## src/rtl/parity_rx_if.sv

```systemverilog
// Serial-receive handshake bundle for parity_rx.
// Master side drives the line and strobe; slave side reports frames.
interface parity_rx_if #(
   parameter int DW = 6
);
   logic          bit_en;
   logic          sin;
   logic [DW-1:0] data_out;
   logic          valid;
   logic          perr;
   logic          ferr;
   logic          busy;

   modport master (
      output bit_en, sin,
      input  data_out, valid, perr, ferr, busy
   );

   modport slave (
      input  bit_en, sin,
      output data_out, valid, perr, ferr, busy
   );
endinterface

```

## src/rtl/parity_rx.sv

```systemverilog
// Strobed serial receiver: start, DW data bits LSB first, parity, stop.
// Frames with parity or stop errors are still delivered, just flagged.
module parity_rx #(
   parameter int DW  = 6,
   parameter int ODD = 0
) (
   input  logic        clk,
   input  logic        rst,
   parity_rx_if.slave  bus
);
   localparam int CW = $clog2(DW + 1);

   typedef enum logic [1:0] {
      IDLE,
      DATA,
      PARITY,
      STOP
   } state_e;

   state_e        state_q, state_d;
   logic [CW-1:0] cnt_q, cnt_d;
   logic [DW-1:0] sh_q, sh_d;
   logic          par_q, par_d;
   logic [DW-1:0] data_q, data_d;
   logic          perr_q, perr_d;
   logic          ferr_q, ferr_d;
   logic          valid_q, valid_d;
   logic          busy_q, busy_d;

   always_ff @(posedge clk or posedge rst) begin
      if (rst) begin
         state_q <= IDLE;
         cnt_q   <= '0;
         sh_q    <= '0;
         par_q   <= 1'b0;
         data_q  <= '0;
         perr_q  <= 1'b0;
         ferr_q  <= 1'b0;
         valid_q <= 1'b0;
         busy_q  <= 1'b0;
      end else begin
         state_q <= state_d;
         cnt_q   <= cnt_d;
         sh_q    <= sh_d;
         par_q   <= par_d;
         data_q  <= data_d;
         perr_q  <= perr_d;
         ferr_q  <= ferr_d;
         valid_q <= valid_d;
         busy_q  <= busy_d;
      end
   end

   always_comb begin
      state_d = state_q;
      cnt_d   = cnt_q;
      sh_d    = sh_q;
      par_d   = par_q;
      data_d  = data_q;
      perr_d  = perr_q;
      ferr_d  = ferr_q;
      valid_d = 1'b0;
      if (bus.bit_en) begin
         unique case (state_q)
            IDLE: begin
               if (!bus.sin) begin
                  state_d = DATA;
                  cnt_d   = '0;
               end
            end
            DATA: begin
               sh_d[cnt_q] = bus.sin;
               cnt_d       = cnt_q + CW'(1);
               if (cnt_q == CW'(DW - 1)) state_d = PARITY;
            end
            PARITY: begin
               par_d   = bus.sin;
               state_d = STOP;
            end
            STOP: begin
               // Everything about the frame publishes on this one edge
               data_d  = sh_q;
               perr_d  = par_q ^ (^sh_q) ^ (ODD != 0);
               ferr_d  = ~bus.sin;
               valid_d = 1'b1;
               state_d = IDLE;
            end
            default: state_d = IDLE;
         endcase
      end
      busy_d = (state_d != IDLE);
   end

   assign bus.data_out = data_q;
   assign bus.valid    = valid_q;
   assign bus.perr     = perr_q;
   assign bus.ferr     = ferr_q;
   assign bus.busy     = busy_q;
endmodule
```

## src/flat_wrapper.sv

```systemverilog
// flat-port wrapper written by rule: the top's interface ports become plain ports
module parity_rx_flat 
#(
   parameter int DW  = 6,
   parameter int ODD = 0
)
  (clk, rst, bus_bit_en, bus_sin, bus_data_out, bus_valid, bus_perr, bus_ferr, bus_busy);
  parity_rx_if #(.DW(DW)) bus_i ();
  input  logic clk;
  input  logic rst;
  input wire logic [$bits(bus_i.bit_en)-1:0] bus_bit_en;
  input wire logic [$bits(bus_i.sin)-1:0] bus_sin;
  output wire logic [$bits(bus_i.data_out)-1:0] bus_data_out;
  output wire logic [$bits(bus_i.valid)-1:0] bus_valid;
  output wire logic [$bits(bus_i.perr)-1:0] bus_perr;
  output wire logic [$bits(bus_i.ferr)-1:0] bus_ferr;
  output wire logic [$bits(bus_i.busy)-1:0] bus_busy;
  assign bus_i.bit_en = bus_bit_en;
  assign bus_i.sin = bus_sin;
  assign bus_data_out = bus_i.data_out;
  assign bus_valid = bus_i.valid;
  assign bus_perr = bus_i.perr;
  assign bus_ferr = bus_i.ferr;
  assign bus_busy = bus_i.busy;
  parity_rx #(.DW(DW), .ODD(ODD)) u_core (.clk(clk), .rst(rst), .bus(bus_i));
endmodule
```

## config.mk

```make
export PLATFORM = sky130hd
export DESIGN_NAME = parity_rx_flat
export DESIGN_NICKNAME = d
export VERILOG_FILES = /design/src/rtl/parity_rx_if.sv /design/src/rtl/parity_rx.sv /design/src/flat_wrapper.sv
export SDC_FILE = /design/constraint.sdc
export NUM_CORES = 1
export LEC_CHECK = 0
export ABC_AREA = 1
export BUFFER_PORTS_ARGS = -buffer_cell sky130_fd_sc_hd__buf_2
export CAP_MARGIN = 0
export CORE_MARGIN = 1.5
export CORE_UTILIZATION = 30
export DETAILED_ROUTE_END_ITERATION = 6
export GPL_ROUTABILITY_DRIVEN = 0
export PLACE_DENSITY_LB_ADDON = 0.1
export REMOVE_ABC_BUFFERS = 1
export SYNTH_ARGS = -nofsm -noshare
export SYNTH_HDL_FRONTEND = slang
export SYNTH_SLANG_ARGS = --single-unit
```

## constraint.sdc

```tcl
create_clock -name clk -period 1.4 [get_ports clk]
set_input_delay 0.07 -clock clk [delete_from_list [all_inputs] [get_ports clk]]
set_output_delay 0.07 -clock clk [all_outputs]
set_load 0.03 [all_outputs]
```

**After elaboration in Yosys (flattened, before gate mapping)**

Index checks and enable logic that the tools add are counted.

- Bits of input ports: 4
- Bits in registers: 22
- Output and inout bits: 10
- Logic and storage cells: 39

- Mux-type cells: 11
- $lt $le $gt $ge: 2
- Reductions and logical operators: 9
- Add/subtract/negate cells: 1
- Equality and inequality tests: 5
- Bitwise logic cells: 2

Operators with widths:

| cell | count |
|---|---|
| $pmux W2 S4 | 1 |
| $bwmux W6 | 1 |
| $mux W2 | 3 |
| $pmux W3 S2 | 1 |
| $reduce_and A2 Y1 | 3 |
| $reduce_xor A6 Y1 | 1 |
| $eq A2 B2 Y1 const B | 2 |
| $lt A3 B4 Y1 const B | 1 |
| $reduce_bool A2 Y1 | 2 |
| $add A3 B1 Y3 const B | 1 |
| $demux W1 S3 | 1 |
| $eq A3 B3 Y1 const B | 1 |
| $ge A3 B1 Y1 const B | 1 |
| $mux W1 | 3 |
| $mux W3 | 1 |
| $reduce_and A3 Y1 | 1 |
| $eq A2 B1 Y1 const B | 1 |
| $logic_not A2 Y1 | 1 |
| $ne A2 B2 Y1 const B | 1 |
| $logic_and A1 B1 Y1 | 1 |
| $not A1 Y1 | 1 |
| $xor A1 B1 Y1 | 1 |

**Longest topological paths before layout**

Gate-level depths: netlist of run 1.

- Depth after elaboration: 5
- Depth in mapped cells: 9
- Depth with buffers taken out: 9

**Worst setup path before layout of run 1**

OpenSTA, ideal clock, no wires.

- Path kind: register to register
- Start: register u_core.cnt_q[0]
- End: register u_core.cnt_q[2]
- Stages on the path, launching flop included: 5
- Slack: 0.189 ns
- Arrival time: 1.084 ns
- Period minus slack after synthesis: 1.211 ns
- Data required time: 1.274 ns
- Path buffers: 0
- Path through: dfrtp_1 > ha_1 > or2_2 > nand4_1 > o21ai_0

- Cells in the longest elaborated chain, start to end: 2

Ends and longest elaborated chain:

| element | line | text |
|---|---|---|
| from (decl) | parity_rx.sv:21 | `logic [CW-1:0] cnt_q, cnt_d;` |
| from (signal assigned) | parity_rx.sv:43 | `cnt_q <= cnt_d;` |
| $add A3 B1 Y3 | parity_rx.sv:73 | `cnt_d = cnt_q + CW'(1);` |
| $pmux W3 S2 | parity_rx.sv:64 | `unique case (state_q)` |

Every way passes these cells.
A chain may end at the register's enable or synchronous reset.

**Worst setup path in the final report of run 1**

- Start: register u_core.cnt_q[1]
- End: register u_core.busy_q, in the netlist u_core.bus.busy

- Cells in the longest elaborated chain, start to end: 5

Ends and longest elaborated chain:

| element | line | text |
|---|---|---|
| $eq A3 B3 Y1 | parity_rx.sv:74 | `if (cnt_q == CW'(DW - 1)) state_d = PARITY;` |
| $mux W2 | parity_rx.sv:74 |  |
| $pmux W2 S4 | parity_rx.sv:64 |  |
| $mux W2 | parity_rx.sv:63 | `if (bus.bit_en) begin` |
| $reduce_bool A2 Y1 | parity_rx.sv:91 | `busy_d = (state_d != IDLE);` |
| named net u_core.busy_d | parity_rx.sv:28 | `logic busy_q, busy_d;` |
| to (signal assigned) | parity_rx.sv:50 | `busy_q <= busy_d;` |
| to (decl) | parity_rx.sv:28 |  |

The timed path passes the listed nets, and every way through them passes these cells.

==> impl_results.md, run 1 <==
* Register bit total from synthesis at 22
* Maxcap violations at 0
* Die ar. at between 0.004 and 0.005 mm²
* CP Launch Type: register
* Synth-to-Final Area Change at 14.2%
* Antenna Nets Post-Route at 0
* Finished Core Util at 0.355
* CTS sink count at 22
* Num CTS Buffers at 3
* Skew-Pair Late Insertion Delay at 0.25 ns
* Final worst path period share at 0.877
* Clock root buffer: clkbuf_8
* Fin Hold WS at around 0.018 ns
* Top Ports at 14
* Tot GR Track Use at 0.114
* Antenna violations before repair at 0
* Largest net degree at the start of global routing at 23
* Least-Margin Pin Slew at approximately 0.33 ns
* Wire per inst at between 10 and 15 µm
* Synth Warn # at 0
* Post-DP HPWL at between 1500 and 2000 µm
* PwrDens at between 2000 and 2500 mW/mm²
* Setup TNS at 0 ns
* Die W at 64.3 µm
* Hold path startpoint: bus_sin
* Run status: finished clean
* R2r setup slk at 0.17 ns
* # diodes at 0
* Leakage at about 0.66 nW
* Reg2reg start: u_core.cnt_q[1]
* Sequential area share after synthesis at 0.488
* Final min period at roughly 1.2 ns
* Hold Crit Depth at 2
* Final #Nets at between 150 and 200
* TritonCTS clock tree: built
* Worst slew margin at 0.783
* Starting density of the core at 0.311
* Total Routed Length at 2080 µm
* CP Max Fanout at 4
* Chip height at around 64 µm
* Worst Reg-to-Reg Cells at 6
* F_max at just over 800 MHz
* Clk slew on worst S/H paths at ~0.080 ns
* Max Slew Vio Count at 0
* Vias in the first global route at between 800 and 900
* WHS Endpoint: u_core.bus.ferr
* RSZ-0062 raised after global routing: false
* Most common cell after layout, fill and taps aside: nand2_1
* Core region area at around 0.0036 mm²
* Post-synthesis cell area at 0.00113 mm²
* Drt first pass iters at 4
* H-tree depth reported by CTS at 1
* Initial DRC Count at 29
* Remaining Overflow, GRT at 0
* Hold Vio Cnt, Final at 0
* Clock buffer depth at 2
* Vias/cell at around 4.2
* Critical Path AT at 1.37 ns
* Crit path capture type: register
* Crit Path Class: register to register
* Setup violators final at 0
* Syn_area_per_cell at approximately 8.3 µm²
* IO Port Bufs at 13
* Count of cell types in the netlist at 24
* Vias after detailed routing at 840
* Most frequent cells in the layout: nand2_1, dfrtp_1, inv_1
* Layout cells sized above 1 at 0.220
* Rows at 22
* Peak supply drop at about 0.64 mV
* Post-synthesis cell count at between 100 and 150
* Reg2reg end: u_core.bus.busy
* Worst Skew at between 0.003 and 0.004 ns
* Worst Path Required at 1.54 ns
* Post-CTS Setup Bufs at 0
* Hold Path Class: primary input to register
* Remaining DRCs at 0
* First-pass GRT wire length at about 3700 µm
## worst max-delay path by stage
stage,startpoint,endpoint,slack (ns),cells past startpoint
2_1_floorplan,u_core.cnt_q[0],u_core.cnt_q[2],0.19,4
3_3_place_gp,u_core.cnt_q[1],u_core.bus.busy,0.21,6
3_5_place_dp,u_core.cnt_q[1],u_core.bus.busy,0.18,6
4_1_cts,u_core.cnt_q[1],u_core.bus.busy,0.16,6
5_1_grt,u_core.state_q[0],u_core.cnt_q[2],0.05,5
6_report,u_core.cnt_q[1],u_core.bus.busy,0.17,6
## logic make-up (layout without fill, tap and decap cells)
| logic type | count (synthesis) | count (layout) | synth area share |
|---|---|---|---|
| AO/OA/AOI/OAI | 19 | 19 | 0.111 |
| buffers and inverters | 23 | 37 | 0.0876 |
| XOR/XNOR | 5 | 5 | 0.0388 |
| AND/OR/NAND/NOR | 64 | 64 | 0.244 |
| adder cells (fa/ha/maj) | 2 | 2 | 0.0222 |
| flip-flops | 22 | 22 | 0.488 |
| multiplexers | 1 | 1 | 0.00887 |
## state kept, by name, indices dropped and copies added (netlist names)
signal,cells
u_core.bus.busy,1
u_core.bus.data_out,6
u_core.bus.ferr,1
u_core.bus.perr,1
u_core.bus.valid,1
u_core.cnt_q,3
u_core.par_q,1
u_core.sh_q,6
u_core.state_q,2
## layer usage
layer	routed length [µm]	up-vias	GRT usage
met4	17	0	0.0399
li1	-	444	-
met5	0	-	0
met3	50	2	0.0229
met2	955	7	0.188
met1	1060	387	0.148
## what timing repair did
action / in CTS / in global routing
hold buffers: 1 / 0
endpoints found under the hold margin: 22 / 0
resized for setup: 0 / 0
## per-stage QoR
stage               worst slack, ns  cell area [µm²]  instances  power, mW
floorplan                     0.189             1100        131       2.25
detailed placement            0.181             1240        194       2.60
global placement              0.212             1240        194       2.58
CTS                           0.163             1290        198       3.00
global route                 0.0539             1290        198       3.24
finish                        0.173             1290        198       2.94
## final cells by class
cell class                      instances  area (µm²)
Tap cell                               48        60.1
Sequential cell                        22         551
Clock buffer                            3        41.3
Inverter                               18        67.6
Timing Repair Buffer                   16        90.1
Multi-Input combinational cell         91         479
Fill cell                             387        2340
## where the power goes
group / internal [mW] / total [mW] / switching, mW
Combinational: 0.525 / 1.40 / 0.875
Clock: 0.191 / 0.379 / 0.188
Sequential: 0.904 / 1.16 / 0.258
Total: 1.62 / 2.94 / 1.32
## critical path, cell delays in order (launching register included)
cell	delay, ns
dfrtp_1	0.40
inv_1	0.09
ha_1	0.18
nand2_1	0.07
nor2_1	0.05
o21ai_0	0.24
nand2_1	0.09
## synth_stat cells
cell / instances / area share
a21boi_0: 1 / 0.0067
and2_1: 1 / 0.0055
buf_2: 2 / 0.0089
buf_6: 1 / 0.010
clkbuf_2: 2 / 0.0089
dfrtp_1: 22 / 0.49
ha_1: 2 / 0.022
inv_1: 15 / 0.050
inv_2: 3 / 0.010
mux2i_1: 1 / 0.0089
nand2_1: 43 / 0.14
nand2_2: 1 / 0.0055
nand3_1: 6 / 0.027
nand4_1: 1 / 0.0055
nor2_1: 8 / 0.027
nor2_2: 1 / 0.0055
nor2_4: 2 / 0.020
o21ai_0: 7 / 0.031
o21ai_1: 3 / 0.013
o21ai_2: 7 / 0.054
o22ai_1: 1 / 0.0055
or2_2: 1 / 0.0055
xnor2_1: 3 / 0.023
xor2_1: 2 / 0.016
No activity file was read; power rests on OpenSTA's default activity.
==> inputs of run 2 (changes only) <==
- CORE_UTILIZATION: 30 -> 55
==> run 2 against run 1 <==
  * Die area fell by 44%
  * Clock power rose by 30%
  * Clock skew rose by 0.0059 ns
  * Sequential share of layout area rose by 0.17 points
  * Largest power group unchanged
==> impl_results.md, run 2 (same netlist as run 1, synthesis figures left out) <==
* Run status: finished clean
* Critical Path AT at approximately 1.5 ns
* TritonCTS clock tree: built
* Vias in the first global route at between 900 and 1,000
* Worst path cell trace: inv_1 -> a21boi_0 -> and2_1 -> nand4_1 -> o21ai_0
* Die W at between 40 and 50 µm
* Max incr delay on CP at roughly 0.40 ns
* Setup TNS at 0 ns
* Clock root buffer: clkbuf_4
* Tot GR Track Use at 0.202
* Maxcap violations at 0
* Starting density of the core at 0.581
* Wire per inst at around 12 µm
* F_max at just over 800 MHz
* Hold Vio Cnt, Final at 0
* Remaining Overflow, GRT at 0
* Vias/cell at ~4.9
* CTS sink count at 22
* Register Area at between 500 and 600 µm²
* Most frequent cells in the layout: nand2_1, dfrtp_1, inv_1
* Final #Nets at ~160
* CP Max Fanout at 4
* First-pass GRT wire length at around 3700 µm
* Setup violators final at 0
* Fillcell total at around 170
* Worst Skew at between 0.009 and 0.01 ns
* Synth-to-Final Area Change at 13.7%
* Crit Path Class: register to register
* IO Port Bufs at 13
* H-tree depth reported by CTS at 1
* Clk slew on worst S/H paths at between 0.1 and 0.15 ns
* Non-Filler Instances at between 150 and 200
* Initial DRC Count at 12
* Finished Core Util at 0.661
* Worst slew margin at 0.790
* Leakage at 0.668 nW
* Die ar. at 0.00233 mm²
* # diodes at 0
* Chip height at ~48 µm
* Top Ports at 14
* Post-DP HPWL at between 1000 and 1500 µm
* Remaining DRCs at 0
* RSZ-0062 raised after global routing: false
* Num CTS Buffers at 3
* CP Launch Type: register
* Peak supply drop at roughly 1.3 mV
* Core region area at a little under 0.002 mm²
* Area of the multi-input gates at ~480 µm²
* Antenna violations before repair at 0
* Antenna Nets Post-Route at 0
* Largest net degree at the start of global routing at 23
* Clock buffer depth at 2
* Worst Path Required at between 1.5 and 2 ns
* Skew-Pair Late Insertion Delay at about 0.32 ns
* Hold Path Class: primary input to register
* Total Routed Length at between 2000 and 2500 µm
* Final Power at about 3.1 mW
* Max Slew Vio Count at 0
* Final worst path period share at 0.869
* Least-Margin Pin Slew at 0.315 ns
* Worst Reg-to-Reg Cells at 5
* Post-CTS Setup Bufs at 0
* Crit path capture type: register
* Final min period at between 1 and 1.5 ns
* Drt first pass iters at 4
* Placed cell count at ~170
* Hold Crit Depth at 3
* Layout cells sized above 1 at 0.224
* Most common cell after layout, fill and taps aside: nand2_1
* Slowest stage cell, crit path: dfrtp_1
* Vias after detailed routing at just under 900
* PwrDens at between 2000 and 2500 mW/mm²
* Rows at 16
run 2: area by class of cell:
class | instances | share of cell area
Sequential cell | 22 | 0.429
Tap cell | 27 | 0.0263
Clock inverter | 1 | 0.0234
Multi-Input combinational cell | 91 | 0.373
Timing Repair Buffer | 17 | 0.0780
Inverter | 18 | 0.0526
Clock buffer | 3 | 0.0175
run 2: critical path: cells and delay by family (launching register included):
| kind | cells | cell delay, ns |
|---|---|---|
| flops | 1 | 0.40 |
| simple gates | 2 | 0.34 |
| compound gates | 2 | 0.30 |
| buf+inv | 1 | 0.09 |
run 2: layer usage:
metal / global-route usage / wire [µm] / vias to the layer above
met4: 0.0857 / 39 / 0
li1: - / - / 451
met2: 0.377 / 1010 / 15
met5: 0 / 0 / -
met1: 0.228 / 944 / 408
met3: 0.0309 / 76 / 5
run 2: final timing paths:
check | from | end | slack [ns]
min in group asynchronous | rst | u_core.bus.perr | 0.30
worst max-delay path | u_core.state_q[0] | u_core.cnt_q[2] | 0.18
max in group asynchronous | rst | u_core.sh_q[2] | 0.87
worst max register to register | u_core.state_q[0] | u_core.cnt_q[2] | 0.18
worst min-delay path | bus_bit_en | u_core.bus.valid | 0.06
worst min register to register | u_core.bus.perr | u_core.bus.perr | 0.50
run 2: through the flow:
step,hold slack (ns),setup slack (ns),instance area [µm²]
after CTS,0.0673,0.175,1280
after floorplan,0.0592,0.189,1100
final,0.0607,0.183,1280
after detailed placement,0.117,0.227,1210
after global routing,0.0516,0.0264,1280
after global placement,0.115,0.254,1210
run 2: timing repair:
action                     in CTS  in global routing
resized for setup               0                  0
setup endpoints to repair       0                  0
hold buffers                    2                  0
hold endpoints to repair       23                  0
run 2: where the power goes:
| part | switching (mW) | total [mW] | internal (mW) |
|---|---|---|---|
| Sequential | 0.262 | 1.16 | 0.901 |
| Combinational | 0.914 | 1.44 | 0.528 |
| Clock | 0.202 | 0.492 | 0.290 |
==> inputs of run 3 (changes only) <==
- CORE_UTILIZATION: 55 -> 59
- CTS_BUF_LIST: default -> sky130_fd_sc_hd__clkbuf_8
==> run 3 against run 2 <==
  * Clock skew down 0.0079 ns
  * First-iteration DRC count down 25%
  * Die area down 6.4%
  * Maximum frequency up 0.46%
  * Critical path depth up 1
==> impl_results.md, run 3 (same netlist as run 1, synthesis figures left out) <==
* Worst Skew at between 0.001 and 0.0015 ns
* Reg2reg end: u_core.bus.busy
* Psw at roughly 1.3 mW
* Hold path startpoint: bus_sin
* Chip height at 46.7 µm
* Most frequent cells in the layout: nand2_1, dfrtp_1, inv_1
* Worst slew margin at 0.794
* Starting density of the core at 0.640
* Leakage at 0.658 nW
* R2r setup slk at about 0.19 ns
* Final worst path period share at 0.865
* Reg2reg start: u_core.cnt_q[1]
* First-pass GRT wire length at 3260 µm
* Placed cell count at about 170
* CP Max Fanout at 4
* Top Ports at 14
* Remaining Overflow, GRT at 0
* Met1 wire length at approximately 890 µm
* Tot GR Track Use at 0.224
* Least-Margin Pin Slew at ~0.31 ns
* Initial DRC Count at 9
* Hold Vio Cnt, Final at 0
* Clock buffer depth at 2
* Layout cells sized above 1 at 0.220
* Antenna violations before repair at 0
* Placed inst area at between 0.001 and 0.0015 mm²
* Skew-Pair Late Insertion Delay at between 0.2 and 0.3 ns
* Worst Reg-to-Reg Cells at 6
* Antenna Nets Post-Route at 0
* # diodes at 0
* Wire per inst at 11.1 µm
* CP Launch Type: register
* Vias after detailed routing at about 870
* Register share of total power at 0.393
* Setup ws final at around 0.19 ns
* Max Slew Vio Count at 0
* Setup WS pre-CTS at 0.189 ns
* Logic pwr share at 0.482
* Final Power at between 2 and 3 mW
* Drt first pass iters at 4
* Crit Path Class: register to register
* PwrDens at roughly 2300 mW/mm²
* WL met2 at around 980 µm
* Die W at between 40 and 50 µm
* Core region area at between 0.0015 and 0.002 mm²
* Total Routed Length at 1950 µm
* Remaining DRCs at 0
* RSZ-0062 raised after global routing: false
* Clock root buffer: clkbuf_8
* Final min period at approximately 1.2 ns
* Num CTS Buffers at 3
* WHS Endpoint: u_core.bus.ferr
* Top Metal Used: met4
* Hold Path Class: primary input to register
* Synth-to-Final Area Change at 11.6%
* Maxcap violations at 0
* Setup violators final at 0
* Clk slew on worst S/H paths at 0.07 ns
* Internal power at about 1.6 mW
* Design Area, Final at 0.00126 mm²
* Post-DP HPWL at between 1500 and 2000 µm
* Rows at 15
* Final #Nets at approximately 160
* Peak supply drop at between 1 and 1.5 mV
* H-tree depth reported by CTS at 1
* Non-Filler Instances at 175
* Clock power share at 0.125
* IO Port Bufs at 13
* Crit path capture type: register
* WL met3 at 34 µm
* Cts repair resizes at 0
* Vias/cell at roughly 5
* Die ar. at around 0.0022 mm²
* Largest net degree at the start of global routing at 23
* Vias in the first global route at 788
* F_max at roughly 830 MHz
* Worst Path Required at about 1.5 ns
* Run status: finished clean
* CTS sink count at 22
* Critical Path AT at 1.35 ns
* TritonCTS clock tree: built
* Switching Fraction at 0.451
* Hold Crit Depth at 2
* Most common cell after layout, fill and taps aside: nand2_1
* Setup TNS at 0 ns
[run 3: changes by cell type in the layout (fill, tap and decap cells not counted), sizes merged]
cell,previous run,this run
bufinv,1,0
dlygate4sd3,2,1
[run 3: through the flow]
| step | hold WS (ns) | util |
|---|---|---|
| 2_1_floorplan | 0.0592 | - |
| 3_3_place_gp | 0.113 | 0.685 |
| 3_5_place_dp | 0.117 | 0.685 |
| 4_1_cts | 0.0322 | 0.714 |
| 5_1_grt | 0.0290 | 0.714 |
| 6_report | 0.0366 | 0.714 |
[run 3: worst max-delay path by stage]
| stage | startpoint | end | slack (ns) |
|---|---|---|---|
| after global placement | u_core.state_q[1] | u_core.sh_q[4] | 0.26 |
| after floorplan | u_core.cnt_q[0] | u_core.cnt_q[2] | 0.19 |
| after CTS | u_core.cnt_q[1] | u_core.bus.busy | 0.18 |
| after detailed placement | u_core.cnt_q[1] | u_core.bus.busy | 0.19 |
| after global routing | u_core.cnt_q[1] | u_core.state_q[1] | 0.04 |
| final | u_core.cnt_q[1] | u_core.bus.busy | 0.19 |
[run 3: per-layer routing]
layer  vias up  global-route usage
met4         0               0.133
met5         -                   0
li1        448                   -
met1       410               0.270
met3         4              0.0462
met2        12               0.372
[run 3: worst max-delay path: stages, from the launching register on]
cell and delay (ns):
dfrtp_1 0.39, inv_1 0.08, ha_1 0.18, nand2_1 0.08, nor2_1 0.06, o21ai_0 0.23
nand2_1 0.08
[run 3: final cells by class]
class	count	area, µm²
tap	25	31.3
fill	144	504
inverter	18	67.6
timing repair buffer	16	90.1
clock buffer	3	41.3
sequential	22	551
multi-input combinational	91	479
[run 3: power groups by stage]
stage	Clock [mW]	Combinational (mW)	Sequential, mW
3_3_place_gp	0	1.38	1.16
3_5_place_dp	0	1.44	1.18
5_1_grt	0.410	1.62	1.21
4_1_cts	0.384	1.45	1.17
2_1_floorplan	0	0.881	1.37
6_report	0.371	1.43	1.16
[run 3: repair_timing]
action | CTS | global route
endpoints found under the setup margin | 0 | 0
endpoints found under the hold margin | 22 | 0
setup buffers | 0 | 0
hold buffers | 1 | 0
